$ cat src/rtl/adder_pkg.sv
// Shared widths and operand typedef for the adder pipeline.
// ADDER_PIPE2_EN selects the two-stage nibble-split pipeline.
package adder_pkg;

    localparam int DATA_W = 8;
    localparam int SUM_W  = 9;
    localparam int CNT_W  = 16;
    localparam int NIB_W  = DATA_W / 2;

`ifdef ADDER_PIPE2_EN
    localparam int STAGES = 2;
`else
    localparam int STAGES = 1;
`endif

    typedef struct packed {
        logic [DATA_W-1:0] a;
        logic [DATA_W-1:0] b;
    } operand_t;

    // Stage-1 payload of the split pipeline.
    typedef struct packed {
        logic [NIB_W-1:0] a_hi;
        logic [NIB_W-1:0] b_hi;
        logic             c;
        logic [NIB_W-1:0] lo;
    } lo_part_t;

endpackage

$ cat src/rtl/adder_if.sv
// Operand/result handshake bundle plus the transfer counter.
// Producer side is master, adder side is slave.
interface adder_if;
    import adder_pkg::*;

    logic              in_valid;
    logic              in_ready;
    logic [DATA_W-1:0] in1;
    logic [DATA_W-1:0] in2;
    logic              out_valid;
    logic              out_ready;
    logic [SUM_W-1:0]  out;
    logic [CNT_W-1:0]  txn_count;

    modport master (
        output in_valid, in1, in2, out_ready,
        input  in_ready, out_valid, out, txn_count
    );

    modport slave (
        input  in_valid, in1, in2, out_ready,
        output in_ready, out_valid, out, txn_count
    );

endinterface

$ cat src/rtl/adder_stage.sv
// One valid/ready register slot; loads when empty or draining.
// Payload only captured on a load so idle operands never matter.
module adder_stage #(
    parameter int W = 9
) (
    input  logic         clk,
    input  logic         rst_n,
    input  logic         in_valid,
    output logic         in_ready,
    input  logic [W-1:0] in_data,
    output logic         out_valid,
    input  logic         out_ready,
    output logic [W-1:0] out_data
);

    logic load;

    assign in_ready = !out_valid || out_ready;
    assign load     = in_valid && in_ready;

    always_ff @(posedge clk or negedge rst_n) begin
        if (!rst_n) begin
            out_valid <= 1'b0;
            out_data  <= '0;
        end else if (load) begin
            out_valid <= 1'b1;
            out_data  <= in_data;
        end else if (out_ready) begin
            out_valid <= 1'b0;
        end
    end

endmodule

$ cat src/rtl/adder_core.sv
// 8+8 -> 9-bit adder pipeline with valid/ready and a transfer counter.
// ADDER_PIPE2_EN: split into low-nibble and high-nibble stages.
module adder_core
    import adder_pkg::*;
(
    input logic   clk,
    input logic   reset,
    adder_if.slave bus
);

    operand_t         op;
    logic             s_ready;
    logic             o_valid;
    logic [SUM_W-1:0] o_data;
    logic [CNT_W-1:0] cnt;

    assign op = '{a: bus.in1, b: bus.in2};

`ifdef ADDER_PIPE2_EN
    localparam int P1_W = $bits(lo_part_t);

    lo_part_t         p1_in;
    lo_part_t         p1_q;
    logic [NIB_W:0]   lo_sum;
    logic [NIB_W:0]   hi_sum;
    logic             v1;
    logic             r1;
    logic [SUM_W-1:0] p2_in;

    assign lo_sum = {1'b0, op.a[NIB_W-1:0]} + {1'b0, op.b[NIB_W-1:0]};

    assign p1_in = '{
        a_hi: op.a[DATA_W-1:NIB_W],
        b_hi: op.b[DATA_W-1:NIB_W],
        c:    lo_sum[NIB_W],
        lo:   lo_sum[NIB_W-1:0]
    };

    adder_stage #(.W(P1_W)) u_s1 (
        .clk       (clk),
        .rst_n     (reset),
        .in_valid  (bus.in_valid),
        .in_ready  (s_ready),
        .in_data   (p1_in),
        .out_valid (v1),
        .out_ready (r1),
        .out_data  (p1_q)
    );

    assign hi_sum = {1'b0, p1_q.a_hi} + {1'b0, p1_q.b_hi}
                  + {{NIB_W{1'b0}}, p1_q.c};
    assign p2_in  = {hi_sum, p1_q.lo};

    adder_stage #(.W(SUM_W)) u_s2 (
        .clk       (clk),
        .rst_n     (reset),
        .in_valid  (v1),
        .in_ready  (r1),
        .in_data   (p2_in),
        .out_valid (o_valid),
        .out_ready (bus.out_ready),
        .out_data  (o_data)
    );
`else
    logic [SUM_W-1:0] sum;

    assign sum = {1'b0, op.a} + {1'b0, op.b};

    adder_stage #(.W(SUM_W)) u_s1 (
        .clk       (clk),
        .rst_n     (reset),
        .in_valid  (bus.in_valid),
        .in_ready  (s_ready),
        .in_data   (sum),
        .out_valid (o_valid),
        .out_ready (bus.out_ready),
        .out_data  (o_data)
    );
`endif

    always_ff @(posedge clk or negedge reset) begin
        if (!reset) begin
            cnt <= '0;
        end else if (o_valid && bus.out_ready) begin
            cnt <= cnt + CNT_W'(1);
        end
    end

    assign bus.in_ready  = s_ready;
    assign bus.out_valid = o_valid;
    assign bus.out       = o_data;
    assign bus.txn_count = cnt;

endmodule

$ cat src/flat_wrapper.sv
// flat-port wrapper written by rule: the top's interface ports become plain ports
module adder_core_flat import adder_pkg::*;
  (clk, reset, bus_in_valid, bus_in1, bus_in2, bus_out_ready, bus_in_ready, bus_out_valid, bus_out, bus_txn_count);
  adder_if bus_i ();
  input logic clk;
  input logic reset;
  input wire logic [$bits(bus_i.in_valid)-1:0] bus_in_valid;
  input wire logic [$bits(bus_i.in1)-1:0] bus_in1;
  input wire logic [$bits(bus_i.in2)-1:0] bus_in2;
  input wire logic [$bits(bus_i.out_ready)-1:0] bus_out_ready;
  output wire logic [$bits(bus_i.in_ready)-1:0] bus_in_ready;
  output wire logic [$bits(bus_i.out_valid)-1:0] bus_out_valid;
  output wire logic [$bits(bus_i.out)-1:0] bus_out;
  output wire logic [$bits(bus_i.txn_count)-1:0] bus_txn_count;
  assign bus_i.in_valid = bus_in_valid;
  assign bus_i.in1 = bus_in1;
  assign bus_i.in2 = bus_in2;
  assign bus_i.out_ready = bus_out_ready;
  assign bus_in_ready = bus_i.in_ready;
  assign bus_out_valid = bus_i.out_valid;
  assign bus_out = bus_i.out;
  assign bus_txn_count = bus_i.txn_count;
  adder_core u_core (.clk(clk), .reset(reset), .bus(bus_i));
endmodule
$ cat config.mk
export PLATFORM = sky130hd
export DESIGN_NAME = adder_core_flat
export DESIGN_NICKNAME = d
export VERILOG_FILES = /design/src/rtl/adder_pkg.sv /design/src/rtl/adder_if.sv /design/src/rtl/adder_stage.sv /design/src/rtl/adder_core.sv /design/src/flat_wrapper.sv
export SDC_FILE = /design/constraint.sdc
export NUM_CORES = 1
export LEC_CHECK = 0
export ABC_AREA = 1
export CORE_AREA = 2 2 62 64
export CTS_CLUSTER_SIZE = 8
export DETAILED_ROUTE_END_ITERATION = 12
export DIE_AREA = 0 0 64 66
export PLACE_DENSITY = 0.79
export SLEW_MARGIN = 5
export SYNTH_ARGS = -nofsm -noshare
export SYNTH_HDL_FRONTEND = slang
export SYNTH_HIERARCHICAL = 1
export SYNTH_SLANG_ARGS = --single-unit
export TNS_END_PERCENT = 50
$ cat constraint.sdc
create_clock -name clk -period 1.25 [get_ports clk]
set_input_delay 0.1875 -clock clk [delete_from_list [all_inputs] [get_ports clk]]
set_output_delay 0.1875 -clock clk [all_outputs]
set_load 0.02 [all_outputs]
==> flow_summary.toml, run 1 <==
[power]
power_leakage_nw = 1.37
pwr-share-comb_pct = 43.3
p_int_mw = 1.92
p_per_area_nw_per_um2 = 1210
power.share.clock_pct = 19.0
swShare_pct = 38.1
power_frac_seq_pct = 37.6
netSwitchingPower_mw = 1.18
peakVddDrop_uv = 623

[synth]
synth-seq-area-share_pct = 39.2
synth_nets = 241
yosysWarnings = 6
netlist.area_leader.share_pct = 39.2
synth.top_cells.by_area = "dfrtp_1, nand2_1, inv_1, ha_1, xor2_1"
synth_edf_count = 0
synth_area_um2 = 1660
synth.most_common_cell = "nand2_1"
synth_ff_type = "dfrtp_1"
syn_inst = 211
synth_area_per_cell_um2 = 7.86
synthTopCellsByCount = "nand2_1, inv_1, dfrtp_1"
synthArstFlopShare_pct = 100
synth_top_cell_by_area = "dfrtp_1"
postSynthRegisterBits = 26
yosysUniqueCellTypes = 21

[cells_and_area]
antenna_cells = 0
nNetsFinal = 320
fill_cells = 256
area_growth_pct = 55.0
utilization_pct = 72.4
regArea_um2 = 657
multi_input_area_um2 = 1070
drive_gt1_share_pct = 36.7

[outcome]
failed_checks = "setup timing"
status = "finished with violations"

[place]
hpwl_mm = 2.78
port_buffers = 46
gp_congestion = 0.849

[drt]
drtAntennaViolNets = 0
drt-total-wl_mm = 4.10
drt_iter0_markers = 85
drc = 0
num_vias = 1654
dr.pass1.iters = 4
wire_per_inst_um = 12.2
via_per_inst = 4.91

[clocking]
htree_levels = 1
cts_tree = "done"
cts.sinks = 26
clock_latency_ns = 0.33
clk_pin_slew_ns = 0.15
ctsHoldBuffers = 0
cts_made_buffers = 3
root_buffer = "clkbuf_4"
clockBufferDepth = 2

[sta]
max_slew_margin_pct = 78.7
rsz0062_at_grt = "true"
period_share_pct = 102
fmax_ghz = 0.785
max_slew.worst_pin.slew_ns = 0.316
finalSetupViolations = 2
setup_ws_ns = -0.0241
finalHoldViolCount = 0
fin_crit_ns = 1.27
final_max_slew_viol_count = 0
clock-skew-final_ns = 0.00467
finalSetupTns_ns = -0.0369

[setup_path]
crit_path_end_kind = "flip-flop"
crit_slowest_cell = "fa_2"
r2r-end = "u_core/bus.txn_count[9]"
r2r_slack_ns = 0
r2r-start = "u_core/u_s1/out_valid"
ff2ff_path_depth = 7
criticalPathCategory = "in -> reg"
crit_chain = "clkdlybuf4s15_1, ha_4, fa_2, nand3_2, nand2_2, buf_4, xor2_1, nand3_1, nand2_1"
cp.required_ns = 1.53
critPathLaunchType = "primary input"
crit_buf_inv = 2
arrival_ns = 1.56
slowest_delay_ns = 0.35
crit_path_max_fanout = 2
crit_family = "adder cells"

[die]
top_level_ports = 47
initial_utilization_pct = 46.7
die_width_um = 64
fp.dieArea_um2 = 4220
row_count = 22
core_um2 = 3550
die_h_um = 66

[global_routing]
grt_max_degree = 27
grt_pass1_wl_mm = 6.65
antenna_found_initial = 0
grt_usage_pct = 20.0
grt_pass1_vias = 1615
globalRoute.totalOverflow = 0

[job]
drv_cap = 0

[hold_path]
hold_path_class = "in -> async"
## layer usage
layer / routed length, µm / track usage, %
met5: 0 / 0
met4: 148 / 12.2
met3: 216 / 3.24
met2: 2150 / 37.8
met1: 1580 / 20.6
## metrics by stage
step	instances	hold WS [ns]	power, mW	worst slack [ns]	cell area [µm²]
global placement	322	0.455	2.31	-0.534	2360
global route	337	0.180	3.30	-0.142	2570
floorplan	211	-0.108	1.79	-0.0212	1700
detailed placement	322	0.459	2.34	-0.561	2360
finish	337	0.187	3.11	-0.0241	2570
CTS	332	0.186	2.96	-0.0803	2490
## sequential cells by signal, indices dropped and copies added (netlist names)
name,count
u_core/u_s1/out_data,9
u_core/u_s1/out_valid,1
u_core/bus.txn_count,16
## worst register-to-register path, delay by kind of cell, from the launching register on
| family | cells | cell delay, ns |
|---|---|---|
| flops | 1 | 0.43 |
| simple gates | 3 | 0.33 |
| buf+inv | 3 | 0.26 |
| xor+xnor | 1 | 0.15 |
## layout by cell type (no fill, tap or decap), types with 7 or more instances in the layout
master | Yosys | routed
buf_2 | 0 | 12
buf_4 | 0 | 27
clkbuf_2 | 0 | 10
clkdlybuf4s50_1 | 0 | 11
dfrtp_1 | 26 | 21
inv_1 | 33 | 32
nand2_1 | 72 | 65
nand2_2 | 1 | 7
nand3_1 | 15 | 8
nand3_2 | 8 | 14
nand4_1 | 7 | 7
nor2_1 | 10 | 8
xor2_1 | 11 | 11
## power by group through the flow
stage	sequential, mW	clock, mW	combinational [mW]
2_1_floorplan	1.35	0	0.442
3_3_place_gp	1.18	0	1.14
3_5_place_dp	1.18	0	1.16
4_1_cts	1.15	0.604	1.20
5_1_grt	1.20	0.640	1.47
6_report	1.17	0.592	1.35
## what timing repair did
action                                  CTS  global route
cloned                                    0             0
pin swaps                                 2            15
endpoints found under the setup margin   41            40
setup buffers                             6             5
gates resized for setup                  83            52
## worst max path at each step
stage,cells past startpoint,slack [ns],start,endpoint
floorplan,10,-0.02,bus_in1[0],u_core/u_s1/out_data[8]
global placement,11,-0.53,bus_in1[0],u_core/u_s1/out_data[8]
detailed placement,11,-0.56,bus_in1[0],u_core/u_s1/out_data[8]
CTS,9,-0.08,bus_in1[6],u_core/u_s1/out_data[7]
global route,10,-0.14,bus_in2[4],u_core/u_s1/out_data[7]
finish,9,-0.02,bus_in2[0],u_core/u_s1/out_data[4]
## cell families after synthesis
family,count (synthesis),synth area share [%]
AND/OR/NAND/NOR,121,34.6
buffers and inverters,35,9.36
AO/OA/AOI/OAI,7,2.42
adder cells (fa/ha/maj),10,8.00
flip-flops,26,39.2
XOR/XNOR,12,6.34
## final cells by class
class / instances / area share, %
tap: 48 / 2.34
multi-input combinational: 150 / 41.7
clock inverter: 1 / 1.17
clock buffer: 3 / 0.876
inverter: 33 / 4.82
timing repair buffer: 76 / 23.6
sequential: 26 / 25.6
Note: power is estimated with default switching activity, not from simulation.
==> run 2, diff against run 1 <==
Settings changed: ABC_AREA 1 to default, CORE_AREA 2 2 62 64 to 2 2 60 62, DIE_AREA 0 0 64 66 to 0 0 62 64, PLACE_DENSITY 0.79 to 0.76.
==> run 2 against run 1 <==
Net effect: the run still ends with setup timing left; final area fell by 8.4%; non-clock buffer count is 7 higher; largest power group unchanged; worst hold slack gained 0.0088 ns; core utilization fell by 0.72 points; critical path type unchanged; flip-flop and latch count is the same; maximum frequency shrank 12%; combinational power up 4%; area after synthesis fell by 14%; setup slack got worse by 0.17 ns; sequential power rose by 4%; clock power down 30%; die area shrank 6.1%.
==> flow_summary.toml, run 2 <==
[outcome]
status = "finished with violations"
failed_checks = "setup timing"

[synth]
netlist.area_leader.share_pct = 45.7
synthTopCellsByCount = "dfrtp_1, xnor2_1, ha_1, mux2_4, nand2_1"
synthArstFlopShare_pct = 100
synth_top_cell_by_area = "dfrtp_1"
synth-seq-area-share_pct = 45.7
synth_ff_type = "dfrtp_1"
synth_area_per_cell_um2 = 12.3
synth.most_common_cell = "dfrtp_1"
synth_area_um2 = 1430
synth_nets = 146
yosysUniqueCellTypes = 32
yosysWarnings = 6
synth.top_cells.by_area = "dfrtp_1, xnor2_1, mux2_4, ha_1, xor2_1"
postSynthRegisterBits = 26
synth_edf_count = 0
syn_inst = 116

[cells_and_area]
layout_commonest_cell = "buf_4"
final_cell_mix = "buf_4, dfrtp_1, xnor2_1"
antenna_cells = 0
final_area_um2 = 2350
utilization_pct = 71.7
nNetsFinal = 234
drive_gt1_share_pct = 55.7
largest_reg_flops = 16
fill_cells = 251
area_growth_pct = 65.1

[clocking]
htree_levels = 1
cts_made_buffers = 3
clockBufferDepth = 2
clock_latency_ns = 0.32
cts_tree = "done"
clk_pin_slew_ns = 0.14
root_buffer = "clkbuf_4"
cts.sinks = 26

[power]
p_per_area_nw_per_um2 = 1290
total_power_mw = 3.04
peakVddDrop_uv = 583
power_leakage_nw = 1.11

[hold_path]
hold_path_class = "in -> async"

[drt]
via_per_inst = 5.05
drt_iter0_markers = 41
drtAntennaViolNets = 0
num_vias = 1257
drt-total-wl_mm = 3.65
dr.pass1.iters = 4
drc = 0
wire_per_inst_um = 14.7

[setup_path]
r2r_slack_ns = -0.05
criticalPathCategory = "in -> reg"
slowest_delay_ns = 0.37
crit_path_end_kind = "flip-flop"
critPathLaunchType = "primary input"
crit_family = "adder cells"
cp.required_ns = 1.47
crit_buf_inv = 1
crit_slowest_cell = "fa_2"
crit_chain = "buf_6, ha_4, fa_2, a21oi_4, o211ai_1, a21oi_1, xnor2_1, mux2_4"
arrival_ns = 1.66
crit_path_max_fanout = 3

[sta]
setup_ws_ns = -0.192
finalSetupViolations = 14
max_slew.worst_pin.slew_ns = 0.284
rsz0062_at_grt = "true"
fmax_ghz = 0.693
fin_crit_ns = 1.44
period_share_pct = 115
finalHoldViolCount = 0
final_max_slew_viol_count = 0
clock-skew-final_ns = 0.00616
finalSetupTns_ns = -0.915
max_slew_margin_pct = 81.0

[place]
port_buffers = 46
dpl_cell_area_um2 = 2180
gp_congestion = 0.779
hpwl_mm = 2.45

[die]
die_width_um = 62
die_h_um = 64
core_um2 = 3280
top_level_ports = 47
row_count = 21
fp.dieArea_um2 = 3970
initial_utilization_pct = 43.4

[global_routing]
grt_pass1_wl_mm = 5.71
antenna_found_initial = 0
grt_usage_pct = 18.8
grt_max_degree = 27
globalRoute.totalOverflow = 0
grt_pass1_vias = 1343

[job]
drv_cap = 0
## run 2: changes by cell type after synthesis, moves of 3 or more
| cell | change |
|---|---|
| nand3_2 | -7 |
| o21ai_1 | +3 |
| nand2_1 | -64 |
| and3_1 | +3 |
| xor2_1 | -7 |
| nor2_1 | -9 |
| inv_1 | -32 |
| mux2_4 | +9 |
| nand3_1 | -12 |
| xnor2_1 | +15 |
| nand4_1 | -3 |
## run 2: final timing paths
check                                              start                  endpoint  depth (start not counted)
worst max-delay path                          bus_in2[0]   u_core/u_s1/out_data[6]                          8
worst min-delay path                               reset  u_core/bus.txn_count[15]                          2
worst max register to register     u_core/u_s1/out_valid   u_core/u_s1/out_data[7]                          5
worst min register to register  u_core/bus.txn_count[15]  u_core/bus.txn_count[15]                          1
max in group asynchronous                          reset   u_core/bus.txn_count[5]                          2
min in group clk                              bus_in1[0]   u_core/u_s1/out_data[0]                          3
## run 2: final cells by class
cell class | count | area [µm²] | share of cell area, %
Timing Repair Buffer | 83 | 662 | 28.1
Clock buffer | 4 | 36.3 | 1.54
Tap cell | 46 | 57.6 | 2.45
Inverter | 1 | 3.75 | 0.159
Sequential cell | 26 | 658 | 28.0
Multi-Input combinational cell | 89 | 936 | 39.8
## run 2: logic make-up after synthesis
kind of cell | after synthesis | share of synthesized area [%]
AO/OA/AOI/OAI | 16 | 6.94
XOR/XNOR | 20 | 12.3
adder cells (fa/ha/maj) | 10 | 9.31
buffers and inverters | 1 | 0.263
flip-flops | 26 | 45.7
multiplexers | 10 | 10.3
AND/OR/NAND/NOR | 33 | 15.3
## run 2: repair_timing
item	CTS	global route
pin swaps	23	10
resized for setup	118	40
setup endpoints to repair	42	44
hold buffers	0	0
gates cloned	0	0
buffers inserted	5	10
## run 2: per-stage QoR
stage	setup WS (ns)	instances	hold slack, ns
global placement	-0.830	230	0.460
detailed placement	-0.885	230	0.483
finish	-0.192	249	0.195
CTS	-0.170	239	0.186
floorplan	-0.312	116	-0.108
global route	-0.220	249	0.175
## run 2: power breakdown
group | total (mW) | internal [mW] | switching, mW | leakage (nW)
Clock | 0.417 | 0.178 | 0.239 | 0.0210
Sequential | 1.22 | 1.02 | 0.193 | 0.322
Combinational | 1.40 | 0.743 | 0.660 | 0.768
## run 2: worst reg2reg max path, cell delays in order, from the launching register on
cell      delay [ns]
dfrtp_2         0.47
buf_6           0.13
nand2b_4        0.09
buf_12          0.11
nand2_8         0.08
mux2_4          0.31
## run 2: metal layers
| layer | wire length, µm | vias up | share of wire, % | GRT usage [%] |
|---|---|---|---|---|
| li1 | - | 593 | - | - |
| met1 | 1400 | 598 | 38 | 21.3 |
| met2 | 1940 | 52 | 53 | 34.0 |
| met3 | 220 | 14 | 6.0 | 2.23 |
| met4 | 93 | 0 | 2.5 | 7.45 |
| met5 | 0 | - | 0 | 0 |
==> run 3, diff against run 2 <==
Settings changed: CORE_AREA 2 2 60 62 to 2 2 62 64, DIE_AREA 0 0 62 64 to 0 0 64 66, PLACE_DENSITY 0.76 to 0.72.
==> run 3 against run 2 <==
Net effect: the run still ends with setup timing left; die area rose by 6.5%; clock skew barely moved; sequential share of layout area fell by 1.3 points; worst hold slack got worse by 0.0023 ns; final area rose by 4.4%; register-to-register slack got worse by 0.04 ns; first-iteration DRC count fell by 15%; core utilization fell by 2.5 points; largest power group unchanged.
==> flow_summary.toml, run 3 (same netlist as run 2, synthesis figures left out) <==
[outcome]
status = "finished with violations"
failed_checks = "setup timing"

[setup_path]
arrival_ns = 1.63
crit_cells = 9
slowest_delay_ns = 0.36
cp-endpoint = "u_core/u_s1/out_data[8]"
r2r-start = "u_core/bus.txn_count[2]"
crit_chain = "buf_6, ha_4, fa_2, a21oi_4, buf_4, o21ai_2, nor3_2, o21ai_1, mux2_4"
crit_family = "adder cells"
crit_start = "bus_in2[0]"
crit_slowest_cell = "fa_2"
crit_buf_inv = 2
r2r_slack_ns = -0.09
ff2ff_path_depth = 4
cp.required_ns = 1.47
crit_path_max_fanout = 3
critPathLaunchType = "primary input"
r2r-end = "u_core/bus.txn_count[7]"
crit_path_end_kind = "flip-flop"
criticalPathCategory = "in -> reg"

[hold_path]
hold_path_class = "in -> reg"

[place]
hpwl_mm = 2.39
gp_congestion = 0.852
port_buffers = 46

[drt]
drt-total-wl_mm = 3.50
wl_met3_um = 164
num_vias = 1267
via_per_inst = 4.95
dr.pass1.iters = 4
drt_iter0_markers = 35
routed.top_layer = "met4"
drtAntennaViolNets = 0
wl_met2_mm = 1.90
drc = 0
wl_met1_mm = 1.39
wire_per_inst_um = 13.7

[cells_and_area]
antenna_cells = 0
utilization_pct = 69.2
largest_reg_flops = 16
area_growth_pct = 72.3
fill_cells = 276
final_cell_mix = "buf_4, dfrtp_1, clkbuf_2"
layout_commonest_cell = "buf_4"
nNetsFinal = 239
drive_gt1_share_pct = 57.7

[power]
peakVddDrop_uv = 573
power_leakage_nw = 1.16
p_per_area_nw_per_um2 = 1330
total_power_mw = 3.26

[job]
drv_cap = 0

[global_routing]
grt_max_degree = 27
grt_pass1_vias = 1283
antenna_found_initial = 0
grt_pass1_wl_mm = 5.82
globalRoute.totalOverflow = 0
grt_usage_pct = 17.5

[clocking]
ctsHoldBuffers = 0
htree_levels = 1
clk_pin_slew_ns = 0.14
cts.sinks = 26
cts_tree = "done"
root_buffer = "clkbuf_4"
clockBufferDepth = 2
clock_latency_ns = 0.32
cts_made_buffers = 3

[sta]
max_slew_margin_pct = 74.5
fin_crit_ns = 1.41
max_slew.worst_pin.slew_ns = 0.381
period_share_pct = 113
rsz0062_at_grt = "true"
clock-skew-final_ns = 0.00663
setup_ws_ns = -0.159
fmax_ghz = 0.710
finalSetupViolations = 14
final_max_slew_viol_count = 0
finalHoldViolCount = 0

[die]
initial_utilization_pct = 40.1
fp.dieArea_um2 = 4220
die_width_um = 64
top_level_ports = 47
core_um2 = 3550
die_h_um = 66
row_count = 22
[run 3: cell types whose count changed in the layout (fill, tap and decap cells not counted), sizes merged]
cell           delta
bufinv            +1
clkbuf            +1
clkdlybuf4s15     -2
dlygate4sd2       +4
nand2             +1
[run 3: stage by stage]
stage	instances	area (µm²)	setup TNS (ns)	setup slack, ns	hold WS (ns)
global route	256	2460	-1.79	-0.178	0.176
detailed placement	232	2180	-9.37	-0.920	0.471
finish	256	2460	-0.766	-0.159	0.193
floorplan	116	1480	-1.55	-0.312	-0.108
CTS	246	2390	-0.665	-0.185	0.186
global placement	232	2180	-8.72	-0.833	0.459
[run 3: per-layer routing]
layer	vias to the layer above	track usage (%)
met1	615	19.5
met2	39	33.9
li1	607	-
met3	6	2.04
met4	0	6.52
met5	-	0
[run 3: worst min-delay path by stage]
| stage | start | endpoint | slack (ns) | depth (start not counted) |
|---|---|---|---|---|
| 2_1_floorplan | reset | u_core/bus.txn_count[0] | -0.11 | 0 |
| 3_3_place_gp | u_core/bus.txn_count[15] | u_core/bus.txn_count[15] | 0.46 | 1 |
| 3_5_place_dp | u_core/bus.txn_count[15] | u_core/bus.txn_count[15] | 0.47 | 1 |
| 4_1_cts | bus_in1[0] | u_core/u_s1/out_data[0] | 0.19 | 3 |
| 5_1_grt | bus_in1[0] | u_core/u_s1/out_data[0] | 0.18 | 3 |
| 6_report | bus_in1[0] | u_core/u_s1/out_data[0] | 0.19 | 3 |
[run 3: final cells by class]
type	count	area, µm²	share of cell area, %
Tap cell	48	60.1	2.45
Clock buffer	3	22.5	0.917
Multi-Input combinational cell	90	988	40.2
Timing Repair Buffer	87	696	28.3
Sequential cell	26	656	26.7
Clock inverter	1	30.0	1.22
Inverter	1	3.75	0.153
[run 3: repair_timing]
action | in CTS | in global routing
cloned | 1 | 0
buffers inserted | 9 | 10
gates resized for setup | 111 | 45
pin swaps | 21 | 23
setup endpoints to repair | 41 | 41
[run 3: tightest hold or removal path, cell delays in order]
cell,delay (ns)
buf_6,0.07
ha_4,0.11
mux2_4,0.12
[run 3: where the power goes]
group          leakage, nW  total, mW  internal [mW]  switching [mW]
Clock               0.0279      0.576          0.324           0.251
Combinational        0.808       1.49          0.815           0.679
Sequential           0.324       1.19           1.02           0.172
Total                 1.16       3.26           2.16            1.10
==> edit (settings of run 2) <==
Make the reset (`reset` and `rst_n`) synchronous in 2 clocked blocks.
--- a/src/rtl/adder_stage.sv
+++ b/src/rtl/adder_stage.sv
@@ -18,7 +18,7 @@
     assign in_ready = !out_valid || out_ready;
     assign load     = in_valid && in_ready;
 
-    always_ff @(posedge clk or negedge rst_n) begin
+    always_ff @(posedge clk) begin
         if (!rst_n) begin
             out_valid <= 1'b0;
             out_data  <= '0;
--- a/src/rtl/adder_core.sv
+++ b/src/rtl/adder_core.sv
@@ -78,7 +78,7 @@
     );
 `endif
 
-    always_ff @(posedge clk or negedge reset) begin
+    always_ff @(posedge clk) begin
         if (!reset) begin
             cnt <= '0;
         end else if (o_valid && bus.out_ready) begin
Function: differs if reset is asserted again (counterexample within 4 cycles, from zero or initial values and one cycle with reset low); with reset held inactive, the same outputs for 10 cycles.
==> edit against run 2 <==
- the flow still finishes with violations (setup timing)
- worst hold slack gained 0.061 ns
- wire length grew 23%
- utilization grew 8.0 points
- final area increased by 11%
- sequential cell count is the same
- setup slack got worse by 0.044 ns
- synthesized area is 3.7% higher
Power is not compared: it rests on default switching activity, and its combinational part moved more than twofold at a synthesized area within 25%.
==> edit: results <==
[power]
leakage_nw = 1.207
worst_ir_drop_vdd_mv = 0.4470

[finish]
layout-drive-gt1-share_pct = 46.67
insertedDiodeCount = 0
nets = 286
nFillCells = 210
largest_register_ffs = 16

[synthesis]
ys_top_cells_by_area = "dfxtp_1 (35%), ha_1 (7.6%), mux2i_1 (7.5%)"
yosys_warnings = 6
synthesis.area_per_instance_um2 = 8.902
async_reset_ff_share_pct = 0
synth_edf_count = 0
synth_ff_type = "dfxtp_1"
synthTopCellsByCount = "nand2_1 (29), dfxtp_1 (26), nor2_1 (16)"
seq_area_frac_synth_pct = 35.22
syn_nets = 196

[critical_path]
cpLargestDelayFamily = "compound AO/OA/AOI/OAI gates"
arrival_ns = 1.70
crit_path_max_fanout = 2
r2r_start = "u_core/bus.txn_count[2]$_SDFFE_PN0P_"
startpoint = "bus_in2[0]"
critPathMaxStageDelay_ns = 0.36

[min_path]
worstHoldStart = "bus_in1[0]"
holdCritPathClass = "in -> reg"

[run_status]
status = "finished with violations"
violations = "setup timing"

[global_routing]
grt_use_total_pct = 18.85
grt_antenna_before_repair = 0
grt_pass1_vias = 1400
grt_max_degree = 21
grt_pass1_wl_um = 5796

[placed_design]
preCtsSetupSlack_ns = -0.9402
port_buffers = 46
gp_congestion = 0.7405
dp_hpwl_um = 2722
place_inst = 280

[timing]
relSlewSlack_pct = 68.76
clock_skew_ns = 0.004520
fin_ws_ns = -0.2359
timing.final.setup_violations = 14

[clocking]
cts_inserted_buffers = 3
clock_path_buffers = 2
clk_latency_ns = 0.32
htree_levels = 1
cts-root-buf = "clkbuf_4"
clkTransAtPathRegs_ns = 0.14

[route]
vias = 1553
first_pass_iters = 4
wl_um = 4490
drt_iter0_drc = 81
viasPerCell = 5.159
## edit: cell count changes in the layout (fill, tap and decap cells not counted), sizes merged, moves of 4 or more
cell and change:
nand2 +20, dfrtp -26, nor4 +5, nor2 +14, inv +6, dfxtp +26, xnor2 -4, clkdlybuf4s15 +5
mux2 -10, nand3 +4, mux2i +11
## edit: cell type report
class	count	area [µm²]	share of cell area, %
Sequential cell	26	551.8	21.08
Inverter	7	26.28	1.004
Clock buffer	4	26.28	1.004
Timing Repair Buffer	89	792.0	30.26
Multi-Input combinational cell	129	1164	44.46
Tap cell	46	57.56	2.199
## edit: power breakdown
group | internal [W] | total [W] | leakage, nW | switching (W)
Combinational | 0.000314 | 0.000585 | 0.971 | 0.000271
Sequential | 0.000857 | 0.000885 | 0.220 | 0.0000273
Clock | 0.000125 | 0.000373 | 0.0150 | 0.000248
Total | 0.00130 | 0.00184 | 1.21 | 0.000547
## edit: worst min-delay path, delay by kind of cell
kind | cells | cell delay [ns]
multiplexers | 1 | 0.13
adder cells (fa/ha/maj) | 1 | 0.11
buffers and inverters | 1 | 0.07
AND/OR/NAND/NOR | 1 | 0.04
## edit: routing by layer
metal	vias up	GRT usage (%)	routed length (µm)
met5	-	0	0
met4	0	4.521	48
met3	6	2.227	200
met2	57	35.94	2507
met1	737	20.93	1734
li1	753	-	-
## edit: kinds of logic after synthesis
logic type / count (synthesis) / share of synthesized area (%)
AND/OR/NAND/NOR: 74 / 26.93
flip-flops: 26 / 35.22
AO/OA/AOI/OAI: 17 / 7.282
XOR/XNOR: 16 / 9.483
buffers and inverters: 12 / 4.657
multiplexers: 11 / 7.452
adder cells (fa/ha/maj): 10 / 8.976
## edit: worst paths after layout
path                                      endpoint  slack, ns  depth (start not counted)
max           u_core/u_s1/out_data[8]$_SDFFE_PN0P_      -0.24                          9
min reg2reg   u_core/u_s1/out_data[7]$_SDFFE_PN0P_       0.47                          2
min           u_core/u_s1/out_data[0]$_SDFFE_PN0P_       0.26                          4
max reg2reg  u_core/bus.txn_count[13]$_SDFFE_PN0P_      -0.14                          5
## edit: what timing repair did
item	4_1_cts	5_1_grt
setup buffers	5	12
pin swaps	18	33
setup endpoints to repair	46	40
gates resized for setup	80	78
gates cloned	0	1
## edit: through the flow
step	util [%]	area [µm²]	total power, W	TNS, ns
after global routing	79.70	2618	0.001954	-2.038
after detailed placement	68.19	2240	0.001392	-10.35
after floorplan	-	1549	0.001168	-1.055
after global placement	68.19	2240	0.001376	-9.064
final	79.70	2618	0.001843	-1.254
after CTS	71.20	2338	0.001773	-1.281
